===== config.mk =====
export PLATFORM = sky130hd
export DESIGN_NAME = uart_cmd_parser
export DESIGN_NICKNAME = d
export VERILOG_FILES = /design/src/rtl/uart_cmd_parser.sv
export SDC_FILE = /design/constraint.sdc
export NUM_CORES = 1
export LEC_CHECK = 0
export ABC_AREA = 1
export BUFFER_PORTS_ARGS = -buffer_cell sky130_fd_sc_hd__buf_2
export CAP_MARGIN = 15
export CORE_UTILIZATION = 25
export DETAILED_ROUTE_END_ITERATION = 8
export GPL_ROUTABILITY_DRIVEN = 0
export SETUP_SLACK_MARGIN = 0.05
export SLEW_MARGIN = 10
export SYNTH_ARGS = -nofsm -noshare
export SYNTH_HDL_FRONTEND = slang
export SYNTH_SLANG_ARGS = --single-unit

===== constraint.sdc =====
create_clock -name clk -period 4 [get_ports clk]
set_clock_uncertainty 0.1 [all_clocks]
set_input_delay 0.6 -clock clk [delete_from_list [all_inputs] [get_ports clk]]
set_output_delay 0.6 -clock clk [all_outputs]
set_load 0.01 [all_outputs]

===== src/rtl/uart_cmd_parser.sv =====
// uart_cmd_parser: parses SYNC CMD LEN payload CHK frames from a UART byte stream,
// replays validated payload as config writes and queues a one-byte response.
module uart_cmd_parser #(
    parameter int         MAX_LEN        = 40,
    parameter int         TIMEOUT_CYCLES = 1_000_000,
    parameter logic [7:0] SYNC           = 8'hA5
) (
    input  logic       clk,
    input  logic       rst,
    input  logic [7:0] rx_data,
    input  logic       rx_new,
    output logic [7:0] cmd,
    output logic [7:0] cfg_data,
    output logic [5:0] cfg_index,
    output logic       cfg_wr,
    output logic       frame_done,
    output logic       frame_error,
    output logic [7:0] tx_data,
    output logic       tx_send,
    input  logic       tx_ready,
    output logic       busy
);

    localparam int            AW      = (MAX_LEN > 1) ? $clog2(MAX_LEN) : 1;
    localparam int            TW      = $clog2(TIMEOUT_CYCLES + 1);
    localparam logic [TW-1:0] TO_LAST = TW'(TIMEOUT_CYCLES - 1);
    localparam logic [7:0]    MAX_B   = 8'(MAX_LEN);
    localparam logic [7:0]    ACK     = 8'h06;
    localparam logic [7:0]    NAK     = 8'h15;
    localparam logic [7:0]    OVF     = 8'h16;
    localparam logic [7:0]    TMO     = 8'h17;

    typedef enum logic [3:0] {
        S_IDLE, S_CMD, S_LEN, S_PAYLOAD, S_CHECK,
        S_WRITE, S_DONE, S_RESP, S_RESP_HOLD
    } state_t;

    state_t        state, state_nxt;
    logic          rx_prev, byte_ok, timed, expire;
    logic          emit, set_done, set_err, load_code;
    logic [7:0]    code, chk;
    logic [6:0]    len, pidx, widx;
    logic [TW-1:0] tout;
    logic [7:0]    mem [MAX_LEN];

    assign byte_ok = rx_new && !rx_prev && !rst;
    assign timed   = (state == S_CMD) || (state == S_LEN) ||
                     (state == S_PAYLOAD) || (state == S_CHECK);
    assign expire  = timed && !byte_ok && (tout >= TO_LAST);
    assign busy    = (state != S_IDLE);
    assign tx_send = (state == S_RESP) && tx_ready;

    // State register
    always_ff @(posedge clk) begin
        if (rst) state <= S_IDLE;
        else     state <= state_nxt;
    end

    // Next state plus the per-cycle write/done/error/response decisions
    always_comb begin
        state_nxt = state;
        emit      = 1'b0;
        set_done  = 1'b0;
        set_err   = 1'b0;
        load_code = 1'b0;
        code      = ACK;
        unique case (state)
            S_IDLE:
                if (byte_ok && rx_data == SYNC) state_nxt = S_CMD;
            S_CMD:
                if (byte_ok) state_nxt = S_LEN;
            S_LEN:
                if (byte_ok) begin
                    if (rx_data > MAX_B) begin
                        set_err   = 1'b1;
                        load_code = 1'b1;
                        code      = OVF;
                        state_nxt = S_RESP;
                    end else if (rx_data == 8'd0) begin
                        state_nxt = S_CHECK;
                    end else begin
                        state_nxt = S_PAYLOAD;
                    end
                end
            S_PAYLOAD:
                if (byte_ok && pidx == len - 7'd1) state_nxt = S_CHECK;
            S_CHECK:
                if (byte_ok) begin
                    load_code = 1'b1;
                    if (rx_data != chk) begin
                        set_err   = 1'b1;
                        code      = NAK;
                        state_nxt = S_RESP;
                    end else if (len == 7'd0) begin
                        set_done  = 1'b1;
                        state_nxt = S_DONE;
                    end else begin
                        emit      = 1'b1;
                        state_nxt = S_WRITE;
                    end
                end
            S_WRITE:
                if (widx == len) begin
                    set_done  = 1'b1;
                    state_nxt = S_DONE;
                end else begin
                    emit = 1'b1;
                end
            S_DONE:
                state_nxt = S_RESP;
            S_RESP:
                if (tx_ready) state_nxt = S_RESP_HOLD;
            S_RESP_HOLD:
                if (!tx_ready) state_nxt = S_IDLE;
            default:
                state_nxt = S_IDLE;
        endcase
        if (expire) begin
            set_err   = 1'b1;
            load_code = 1'b1;
            code      = TMO;
            state_nxt = S_RESP;
        end
    end

    // Edge detect, frame fields, checksum, timeout and registered strobes
    always_ff @(posedge clk) begin
        if (rst) begin
            rx_prev     <= 1'b0;
            cmd         <= 8'd0;
            cfg_data    <= 8'd0;
            cfg_index   <= 6'd0;
            cfg_wr      <= 1'b0;
            frame_done  <= 1'b0;
            frame_error <= 1'b0;
            tx_data     <= 8'd0;
            tout        <= '0;
            chk         <= 8'd0;
            len         <= 7'd0;
            pidx        <= 7'd0;
            widx        <= 7'd0;
        end else begin
            rx_prev     <= rx_new;
            cfg_wr      <= emit;
            frame_done  <= set_done;
            frame_error <= set_err;
            if (load_code) tx_data <= code;
            if (byte_ok)    tout <= TW'(1);
            else if (timed) tout <= tout + TW'(1);
            else            tout <= '0;
            if (state == S_IDLE) begin
                pidx <= 7'd0;
                widx <= 7'd0;
            end
            if (emit) begin
                cfg_data  <= mem[widx[AW-1:0]];
                cfg_index <= widx[5:0];
                widx      <= widx + 7'd1;
            end
            if (byte_ok && state == S_CMD) begin
                cmd <= rx_data;
                chk <= rx_data;
            end
            if (byte_ok && state == S_LEN) begin
                len <= rx_data[6:0];
                chk <= chk ^ rx_data;
            end
            if (byte_ok && state == S_PAYLOAD) begin
                pidx <= pidx + 7'd1;
                chk  <= chk ^ rx_data;
            end
        end
    end

    // Payload buffer; unreset, and only indices below the current LEN are read
    always_ff @(posedge clk) begin
        if (byte_ok && state == S_PAYLOAD) mem[pidx[AW-1:0]] <= rx_data;
    end

endmodule


Yosys cells after proc, flatten, opt, wreduce, memory -nomap -nowiden:

Memories as Yosys holds them, arrays and structs flattened. A register that Yosys moved wholly into a read port is not among the register bits.
Cells that the tools add are included.

* register bits: 79
* memory bits (writable): 320
* input bits: 12
* output and inout bits: 35
* word-level logic and storage cells: 128
* memories kept: 1

Memories
* mem: words 40, bits a word 8, read ports 1, clocked after Yosys merged registers in 1, write ports 1, line 44 `logic [7:0] mem [MAX_LEN];`

* $add $sub $neg: 4
* $lt $le $gt $ge: 2
* equal/unequal tests: 28
* mux-type cells: 49
* bitwise operators: 2
* reduce and logical (&&, ||, !) cells: 27

Operators by type and width (count)
* $pmux W4 S9: 1
* $mux W4: 8
* $mux W8: 4
* $ne A3 B3 Y1 const B: 8
* $mux W7: 3
* $add A20 B1 Y20 const B: 1
* $ge A20 B20 Y1 const B: 1
* $mux W5: 4
* $mux W1: 19
* $eq A4 B3 Y1 const B: 4
* $ne A2 B2 Y1 const B: 8
* $reduce_and A8 Y1: 2
* $add A7 B1 Y7 const B: 2
* $eq A7 B7 Y1: 2
* $logic_and A1 B1 Y1: 10
* $pmux W5 S2: 1
* $mux W3: 3
* $eq A4 B2 Y1 const B: 2
* $eq A8 B8 Y1 const B: 1
* $gt A8 B6 Y1 const B: 1
* $logic_not A8 Y1: 1
* $ne A8 B8 Y1: 1
* $pmux W1 S2: 4
* $xor A8 B8 Y8: 1
* 14 further kinds: 20

Depth between registers and ports, before layout:

Gate-level depths: netlist of the first run.

* word-level depth: 8
* depth in mapped cells: 16
* gate-level depth less buffers: 16

Worst setup path after synthesis of the first run:

Ideal clock, no wire load.

* kind: input -> register
* from: in rst
* to: mem mem[22][0] (enable)
* setup time: 0.383 ns
* data arrival time: 2.064 ns
* data required time: 3.517 ns
* setup slack: 1.452 ns
* stages: 9
* buffers on the path: 2
* path through: buf_6 -> inv_4 -> nand2_4 -> nor2_8 -> nand2_2 -> inv_2 -> buf_4 -> nand4_2 -> nor3_1

* cells in the longest elaborated chain, start to end: 5

Ends and longest elaborated chain
* from (decl): line 9 `input logic rst,`
* $logic_not A1 Y1: line 46 `assign byte_ok = rx_new && !rx_prev && !rst;`
* $logic_and A1 B1 Y1: line 46
* $logic_and A1 B1 Y1: line 177 `if (byte_ok && state == S_PAYLOAD) mem[pidx[AW-1:0]] <= rx_data;`
* $mux W1: line 177
* $mux W1 (not written as such): line 177
* to (decl): line 44

No other way between the ends.

Worst setup path in the final report of the first run:

* from: reg state[3]
* to: mem mem[5][4] (enable)

* cells in the longest elaborated chain, start to end: 4

Ends and longest elaborated chain
* from (decl): line 38 `state_t state, state_nxt;`
* from (signal assigned): line 56 `else state <= state_nxt;`
* $eq A4 B2 Y1: line 177
* $logic_and A1 B1 Y1: line 177
* $mux W1: line 177
* $mux W1 (not written as such): line 177

No other way between the ends.

==> insert_results.sql, run 1 <==
INSERT INTO impl_metrics (metric_group, metric, value, unit) VALUES
('yosys', 'synth.ff_latch_count', '403', ''),
('timing', 'setup_violations', '0', ''),
('global_route', 'wire_length_of_the_first_global_routing_pass', '71000', 'µm'),
('global_route', 'grt_antenna_before_repair', '2', ''),
('floorplan', 'rows', '96', ''),
('setup_path', 'critical_path_depth', '7', ''),
('yosys', 'ys_warn_count', '0', ''),
('clock_network', 'cts_sinks', '403', ''),
('setup_path', 'worst-r2r-cell-count', '7', ''),
('setup_path', 'worst_setup_path_start_kind', 'register', ''),
('job', 'cap_violations', '0', ''),
('clock_network', 'cts_hold_buf', '0', ''),
('clock_network', 'clk_path_buf_depth', '3', ''),
('global_route', 'grt_pass1_vias', '12200', ''),
('routing', 'routed_wl', '45800', 'µm'),
('worst_hold_path', 'holdCritPathClass', 'input port to register', ''),
('power', 'p_int', '6740', 'µW'),
('clock_network', 'cts-htree-levels', '2', ''),
('power', 'switching_share', '20.2', '%'),
('clock_network', 'cts-root-buf', 'sky130_fd_sc_hd__clkbuf_16', ''),
('yosys', 'synth_top_flop_cell', 'sky130_fd_sc_hd__edfxtp_1', ''),
('timing', 'timing.final.crit_share', '67.0', '%'),
('run_status', 'status', 'finished, final reports clean', ''),
('clock_network', 'worstSkewPairLatency', '0.55', 'ns'),
('placed_design', 'placement.io_buffers', '42', ''),
('routing', 'vias', '12400', ''),
('yosys', 'ys_seq_area_share', '64.7', '%'),
('floorplan', 'start_util', '25.3', '%'),
('power', 'net-switching-power', '1710', 'µW'),
('setup_path', 'slowest_stage', 'sky130_fd_sc_hd__nor2_1', ''),
('setup_path', 'critPathMaxFanout', '11', ''),
('global_route', 'grt_max_degree', '119', ''),
('routing', 'drt-wirelength-per-cell', '16.9', 'µm'),
('finish', 'final_nets', '1765', ''),
('power', 'p_seq_share', '53.5', '%'),
('yosys', 'yosys.area.top_type_share', '55.1', '%'),
('power', 'p_total', '8450', 'µW'),
('setup_path', 'crit_type', 'register to register', ''),
('routing', 'route.detailed.drc', '0', ''),
('clock_network', 'tritoncts', 'done', ''),
('timing', 'final_period_minus_worst_setup_slack', '2.68', 'ns'),
('setup_path', 'worst_ep_required_time', '4.07', 'ns'),
('yosys', 'yosys.cell_types.count', '47', ''),
('placed_design', 'half_perimeter_wire_length_of_the_detailed_placement_result', '29400', 'µm'),
('yosys', 'synthMostInstantiatedCell', 'sky130_fd_sc_hd__nand2_1', ''),
('setup_path', 'cp_num_buf_inv', '2', ''),
('routing', 'vias_per_cell', '4.59', ''),
('clock_network', 'cts_post_setup_buffers_inserted', '0', ''),
('setup_path', 'slowest_delay', '0.64', 'ns'),
('power', 'worst_ir_drop_vdd', '0.271', 'mV'),
('yosys', 'synth_common_cells', 'sky130_fd_sc_hd__nand2_1, sky130_fd_sc_hd__edfxtp_1, sky130_fd_sc_hd__nand3_1', ''),
('timing', 'worst_pin_slew', '0.941', 'ns'),
('finish', 'area_growth', '13.8', '%'),
('clock_network', 'cts.reportedPaths.clkPinSlew', '0.06', 'ns'),
('timing', 'timing.max_slew.rel_slack', '37.3', '%'),
('clock_network', 'tritoncts.num_buffers', '42', ''),
('yosys', 'synth_area', '17400', 'µm²'),
('setup_path', 'timing.critical_path.from', 'state[3]$_SDFFE_PP0P_', ''),
('finish', 'fraction_of_final_layout_cells_with_drive_strength_greater_than_1', '9.49', '%'),
('yosys', 'synth_area_leaders', 'sky130_fd_sc_hd__edfxtp_1, sky130_fd_sc_hd__nand2_1, sky130_fd_sc_hd__dfxtp_1', ''),
('setup_path', 'worst_path_dominant_cell_family', 'simple AND/OR/NAND/NOR gates', ''),
('timing', 'totalNegativeSetupSlack', '0', 'ns'),
('timing', 'slew_viol_final', '0', ''),
('setup_path', 'worst_ep_arrival_time', '2.75', 'ns'),
('routing', 'drtAntennaViolNets', '0', ''),
('floorplan', 'placeableCoreArea', '68800', 'µm²'),
('routing', 'detail_route.iter0.violations', '1227', ''),
('power', 'clkPwrFrac', '44.6', '%'),
('power', 'p_leak', '0.00704', 'µW'),
('yosys', 'synth-async-reset-ratio', '0', '%'),
('timing', 'whs', '0.254', 'ns');
stage by stage:
| step | instance area, µm² | instances | util [%] | worst slack, ns |
|---|---|---|---|---|
| 2_1_floorplan | 17400 | 1734 | - | 1.45 |
| 3_3_place_gp | 18500 | 2635 | 26.9 | 0.938 |
| 3_5_place_dp | 18500 | 2635 | 26.9 | 0.865 |
| 4_1_cts | 19800 | 2712 | 28.8 | 1.21 |
| 5_1_grt | 19800 | 2712 | 28.8 | 1.14 |
| 6_report | 19800 | 2713 | 28.8 | 1.32 |
flip-flops by register name, indices dropped and copies added (netlist names):
signal       cells
chk              8
rx_prev          1
cfg_wr           1
cmd              8
cfg_data         8
state            4
tout            20
frame_error      1
widx             7
frame_done       1
tx_data          4
mem            320
pidx             7
cfg_index        6
len              7
placed cells by master (no fill, tap or decap), drive strengths merged, types with 2 or more instances in the layout:
cell type | netlist | routed
clkinv | 1 | 21
nor2 | 193 | 193
ha | 5 | 5
a211oi | 6 | 6
o221ai | 6 | 6
xnor2 | 13 | 13
and2 | 2 | 2
nand4 | 11 | 11
a21oi | 74 | 74
clkbuf | 32 | 52
nand2 | 471 | 471
bufinv | 0 | 3
a31oi | 3 | 3
or2 | 2 | 2
edfxtp | 320 | 320
dfxtp | 83 | 83
xor2 | 5 | 5
o21ai | 95 | 95
inv | 88 | 89
o31ai | 2 | 2
nand3 | 212 | 212
o211ai | 11 | 11
conb | 1 | 4
nor3 | 9 | 9
o22ai | 13 | 13
nor3b | 4 | 4
buf | 61 | 63
a221oi | 5 | 5
logic make-up (layout without fill, tap and decap cells):
group | after synthesis | in the layout | synth area share, %
simple gates | 906 | 906 | 22.4
flops | 403 | 403 | 64.7
compound gates | 216 | 216 | 6.91
buf+inv | 182 | 229 | 4.77
xor+xnor | 18 | 18 | 0.905
fa+ha+maj | 5 | 5 | 0.359
other cells | 1 | 5 | 0.0215
final timing paths:
| path | to | slack (ns) |
|---|---|---|
| worst max-delay path | mem[5][4]$_DFFE_PP_ | 1.32 |
| worst min-delay path | state[3]$_SDFFE_PP0P_ | 0.25 |
| worst max register to register | mem[5][4]$_DFFE_PP_ | 1.32 |
| worst min register to register | tx_data[0]$_SDFFE_PP0P_ | 0.38 |
cell type report:
class	count	area, µm²
fill	7074	49000
antenna	1	2.50
inverter	89	344
clock inverter	25	199
timing repair buffer	63	380
multi-input combinational	1149	5330
tap	931	1160
sequential	403	11300
clock buffer	52	1130
worst register-to-register path, stage by stage, from the launching register on:
cell and delay, ns:
sky130_fd_sc_hd__dfxtp_1 0.35, sky130_fd_sc_hd__nor2_1 0.22, sky130_fd_sc_hd__inv_2 0.09, sky130_fd_sc_hd__nor2_2 0.15, sky130_fd_sc_hd__nand2_2 0.16, sky130_fd_sc_hd__inv_2 0.24
sky130_fd_sc_hd__nand4_2 0.37, sky130_fd_sc_hd__nor2_1 0.64
layer usage:
metal	GRT usage (%)	vias up	share of wire, %
met5	0	-	0
met4	4.24	0	3.1
met3	2.13	76	6.3
met2	21.4	446	47
met1	17.1	5956	43
li1	-	5968	-
power by group through the flow:
stage / logic, µW / registers (µW) / clock network, µW
6_report: 162 / 4520 / 3770
5_1_grt: 176 / 4520 / 4010
4_1_cts: 165 / 4520 / 3840
3_5_place_dp: 165 / 4610 / 0
3_3_place_gp: 164 / 4610 / 0
2_1_floorplan: 53.8 / 4610 / 0
No activity file was read; power rests on OpenSTA's default activity.
==> run 2: changes to the inputs <==
Clock period 4 ns to 2.7 ns, I/O delays scaled along.
==> run 2 against run 1 <==
Net effect: hold slack lost 0.22 ns; die area is the same; sequential power grew 48%; via count grew 1.3%; setup slack lost 1.0 ns; global-route usage is essentially flat; core utilization grew 0.68 points; sequential share of layout area shrank 1.3 points; register-to-register slack lost 0.92 ns; routed wire length is essentially flat; final cell count grew 2.1%; critical endpoint is now busy; largest power group unchanged.
==> insert_results.sql, run 2 (synthesized netlist as in run 1, its figures left out) <==
INSERT INTO impl_metrics (metric_group, metric, value, unit) VALUES
('run_status', 'status', 'finished, final reports clean', ''),
('placed_design', 'half_perimeter_wire_length_of_the_detailed_placement_result', '30000', 'µm'),
('clock_network', 'worstSkewPairLatency', '0.57', 'ns'),
('finish', 'fill_cells', '7066', ''),
('clock_network', 'post_cts_resize_count', '0', ''),
('global_route', 'grt_max_degree', '88', ''),
('setup_path', 'slowest_stage', 'sky130_fd_sc_hd__dfxtp_1', ''),
('routing', 'drt-wirelength-per-cell', '16.6', 'µm'),
('job', 'cap_violations', '0', ''),
('setup_path', 'reg2reg_from', 'state[3]$_SDFFE_PP0P_', ''),
('global_route', 'grt_antenna_before_repair', '2', ''),
('timing', 'slew_viol_final', '0', ''),
('power', 'cell_pwr_density', '617', 'nW/µm²'),
('global_route', 'wire_length_of_the_first_global_routing_pass', '71000', 'µm'),
('placed_design', 'placement.io_buffers', '42', ''),
('timing', 'fmax', '416', 'MHz'),
('finish', 'most-common-layout-cells', 'sky130_fd_sc_hd__nand2_1, sky130_fd_sc_hd__edfxtp_1, sky130_fd_sc_hd__nand3_1', ''),
('routing', 'route.detailed.drc', '0', ''),
('timing', 'worst_pin_slew', '0.657', 'ns'),
('finish', 'final_area', '20300', 'µm²'),
('setup_path', 'endpoint_kind', 'primary output', ''),
('finish', 'largest_reg_flops', '320', ''),
('routing', 'detailroute.wirelength.met2', '21900', 'µm'),
('setup_path', 'worst-r2r-cell-count', '8', ''),
('floorplan', 'rows', '96', ''),
('power', 'worst_ir_drop_vdd', '0.463', 'mV'),
('clock_network', 'cts_post_setup_buffers_inserted', '0', ''),
('placed_design', 'placed_cells_incl_taps', '2693', ''),
('timing', 'final-hold-violation-count', '0', ''),
('routing', 'm1WireLength', '20200', 'µm'),
('clock_network', 'cts.reportedPaths.clkPinSlew', '0.06', 'ns'),
('floorplan', 'start_util', '25.3', '%'),
('floorplan', 'dieHeight', '266', 'µm'),
('timing', 'grt_setup_unrepaired', 'no', ''),
('placed_design', 'detailedPlace.worstSlack', '0.419', 'ns'),
('clock_network', 'tritoncts.num_buffers', '43', ''),
('setup_path', 'worst_path_dominant_cell_family', 'simple AND/OR/NAND/NOR gates', ''),
('clock_network', 'cts_hold_buf', '0', ''),
('floorplan', 'die_area', '70800', 'µm²'),
('setup_path', 'critical_path_depth', '5', ''),
('setup_path', 'crit_type', 'register to primary output', ''),
('global_route', 'grt_pass1_vias', '12100', ''),
('setup_path', 'worst_ep_arrival_time', '1.90', 'ns'),
('setup_path', 'r2r-end', 'mem[28][2]$_DFFE_PP_', ''),
('finish', 'area_growth', '16.5', '%'),
('routing', 'drtPass1Iterations', '5', ''),
('setup_path', 'setup.reg_to_reg.worst_slack', '0.40', 'ns'),
('finish', 'stdcell_count', '2769', ''),
('floorplan', 'floorplan.io_pins', '47', ''),
('clock_network', 'clk_path_buf_depth', '3', ''),
('timing', 'timing.max_slew.rel_slack', '56.1', '%'),
('routing', 'drtAntennaViolNets', '0', ''),
('routing', 'routed_wl', '45800', 'µm'),
('routing', 'detail_route.iter0.violations', '1096', ''),
('timing', 'timing.final.crit_share', '89.0', '%'),
('power', 'p_leak', '0.00733', 'µW'),
('clock_network', 'cts_sinks', '403', ''),
('routing', 'route.top_layer_used', 'met4', ''),
('setup_path', 'slowest_delay', '0.36', 'ns'),
('floorplan', 'floorplan_die_width', '266', 'µm'),
('routing', 'vias', '12600', ''),
('global_route', 'groute.usage.overall', '12.9', '%'),
('setup_path', 'worst_setup_path_start_kind', 'register', ''),
('global_route', 'global_route.overflow_total', '0', ''),
('clock_network', 'cts-root-buf', 'sky130_fd_sc_hd__clkbuf_16', ''),
('placed_design', 'dpl_cell_area', '19000', 'µm²'),
('worst_hold_path', 'worstHoldPathCells', '3', ''),
('clock_network', 'cts-htree-levels', '2', ''),
('floorplan', 'placeableCoreArea', '68800', 'µm²'),
('finish', 'layout.cells.most_common', 'sky130_fd_sc_hd__nand2_1', ''),
('setup_path', 'critPathMaxFanout', '7', ''),
('finish', 'antenna-diode-count', '0', ''),
('routing', 'vias_per_cell', '4.55', ''),
('timing', 'setup_violations', '0', ''),
('worst_hold_path', 'min_to', 'state[3]$_SDFFE_PP0P_', ''),
('setup_path', 'cp_num_buf_inv', '3', ''),
('clock_network', 'tritoncts', 'done', ''),
('worst_hold_path', 'holdCritPathClass', 'input port to register', ''),
('routing', 'dr_wl_met3', '2400', 'µm'),
('timing', 'setup_ws', '0.297', 'ns'),
('finish', 'fraction_of_final_layout_cells_with_drive_strength_greater_than_1', '12.2', '%'),
('setup_path', 'worst_ep_required_time', '2.19', 'ns'),
('worst_hold_path', 'min_from', 'tx_ready', ''),
('finish', 'final_nets', '1824', ''),
('setup_path', 'critical_path.cell_chain', 'nor2_1, inv_1, nor2_2, inv_2, buf_2', ''),
('timing', 'final_period_minus_worst_setup_slack', '2.40', 'ns'),
('timing', 'totalNegativeSetupSlack', '0', 'ns');
run 2: cell count changes in the layout (fill, tap and decap cells not counted), moves of 2 or more:
cell	before	now
sky130_fd_sc_hd__clkinvlp_4	1	3
sky130_fd_sc_hd__buf_4	20	74
sky130_fd_sc_hd__buf_12	1	5
sky130_fd_sc_hd__clkinv_2	10	5
sky130_fd_sc_hd__clkbuf_1	7	11
run 2: worst reg2reg max path, stage by stage (launching register included):
cell,delay (ns)
sky130_fd_sc_hd__dfxtp_1,0.35
sky130_fd_sc_hd__nor2_1,0.25
sky130_fd_sc_hd__inv_2,0.11
sky130_fd_sc_hd__nor2_2,0.13
sky130_fd_sc_hd__nand2_2,0.15
sky130_fd_sc_hd__nor2_1,0.21
sky130_fd_sc_hd__nand3_1,0.28
sky130_fd_sc_hd__nor2_1,0.25
sky130_fd_sc_hd__buf_4,0.21
run 2: layout make-up:
cell class	count	area [µm²]	area share, %
clock buffer	56	1140	5.64
clock inverter	20	166	0.820
inverter	89	342	1.68
multi-input combinational	1149	5340	26.3
sequential	403	11300	55.6
tap	931	1160	5.74
timing repair buffer	121	866	4.27
run 2: stage by stage:
stage	util (%)	power, µW	hold slack, ns
floorplan	-	6910	0.357
global placement	27.6	7060	0.360
detailed placement	27.6	7070	0.377
CTS	29.5	12600	0.00599
global route	29.5	12900	0.0261
finish	29.5	12500	0.0336
run 2: power by group:
part	internal [µW]	switching [µW]	total [µW]	leakage (µW)
clock network	3190	2410	5600	0.000632
registers	6690	4.51	6700	0.00355
logic	43.3	190	233	0.00315
run 2: worst max-delay path by stage:
stage	from	endpoint	slack, ns
global route	state[1]$_SDFFE_PP0P_	busy	0.1
finish	state[1]$_SDFFE_PP0P_	busy	0.30
global placement	widx[0]$_SDFFE_PP0P_	cfg_data[7]$_SDFFE_PP0P_	0.42
CTS	state[1]$_SDFFE_PP0P_	busy	0.13
detailed placement	widx[0]$_SDFFE_PP0P_	cfg_data[7]$_SDFFE_PP0P_	0.42
floorplan	rst	mem[22][0]$_DFFE_PP_	0.35
run 2: per-layer routing:
layer  vias to the layer above  GRT usage (%)
met5                         -              0
met4                         0           3.85
met3                        81           2.21
met2                       362           21.5
met1                      6077           17.1
li1                       6086              -
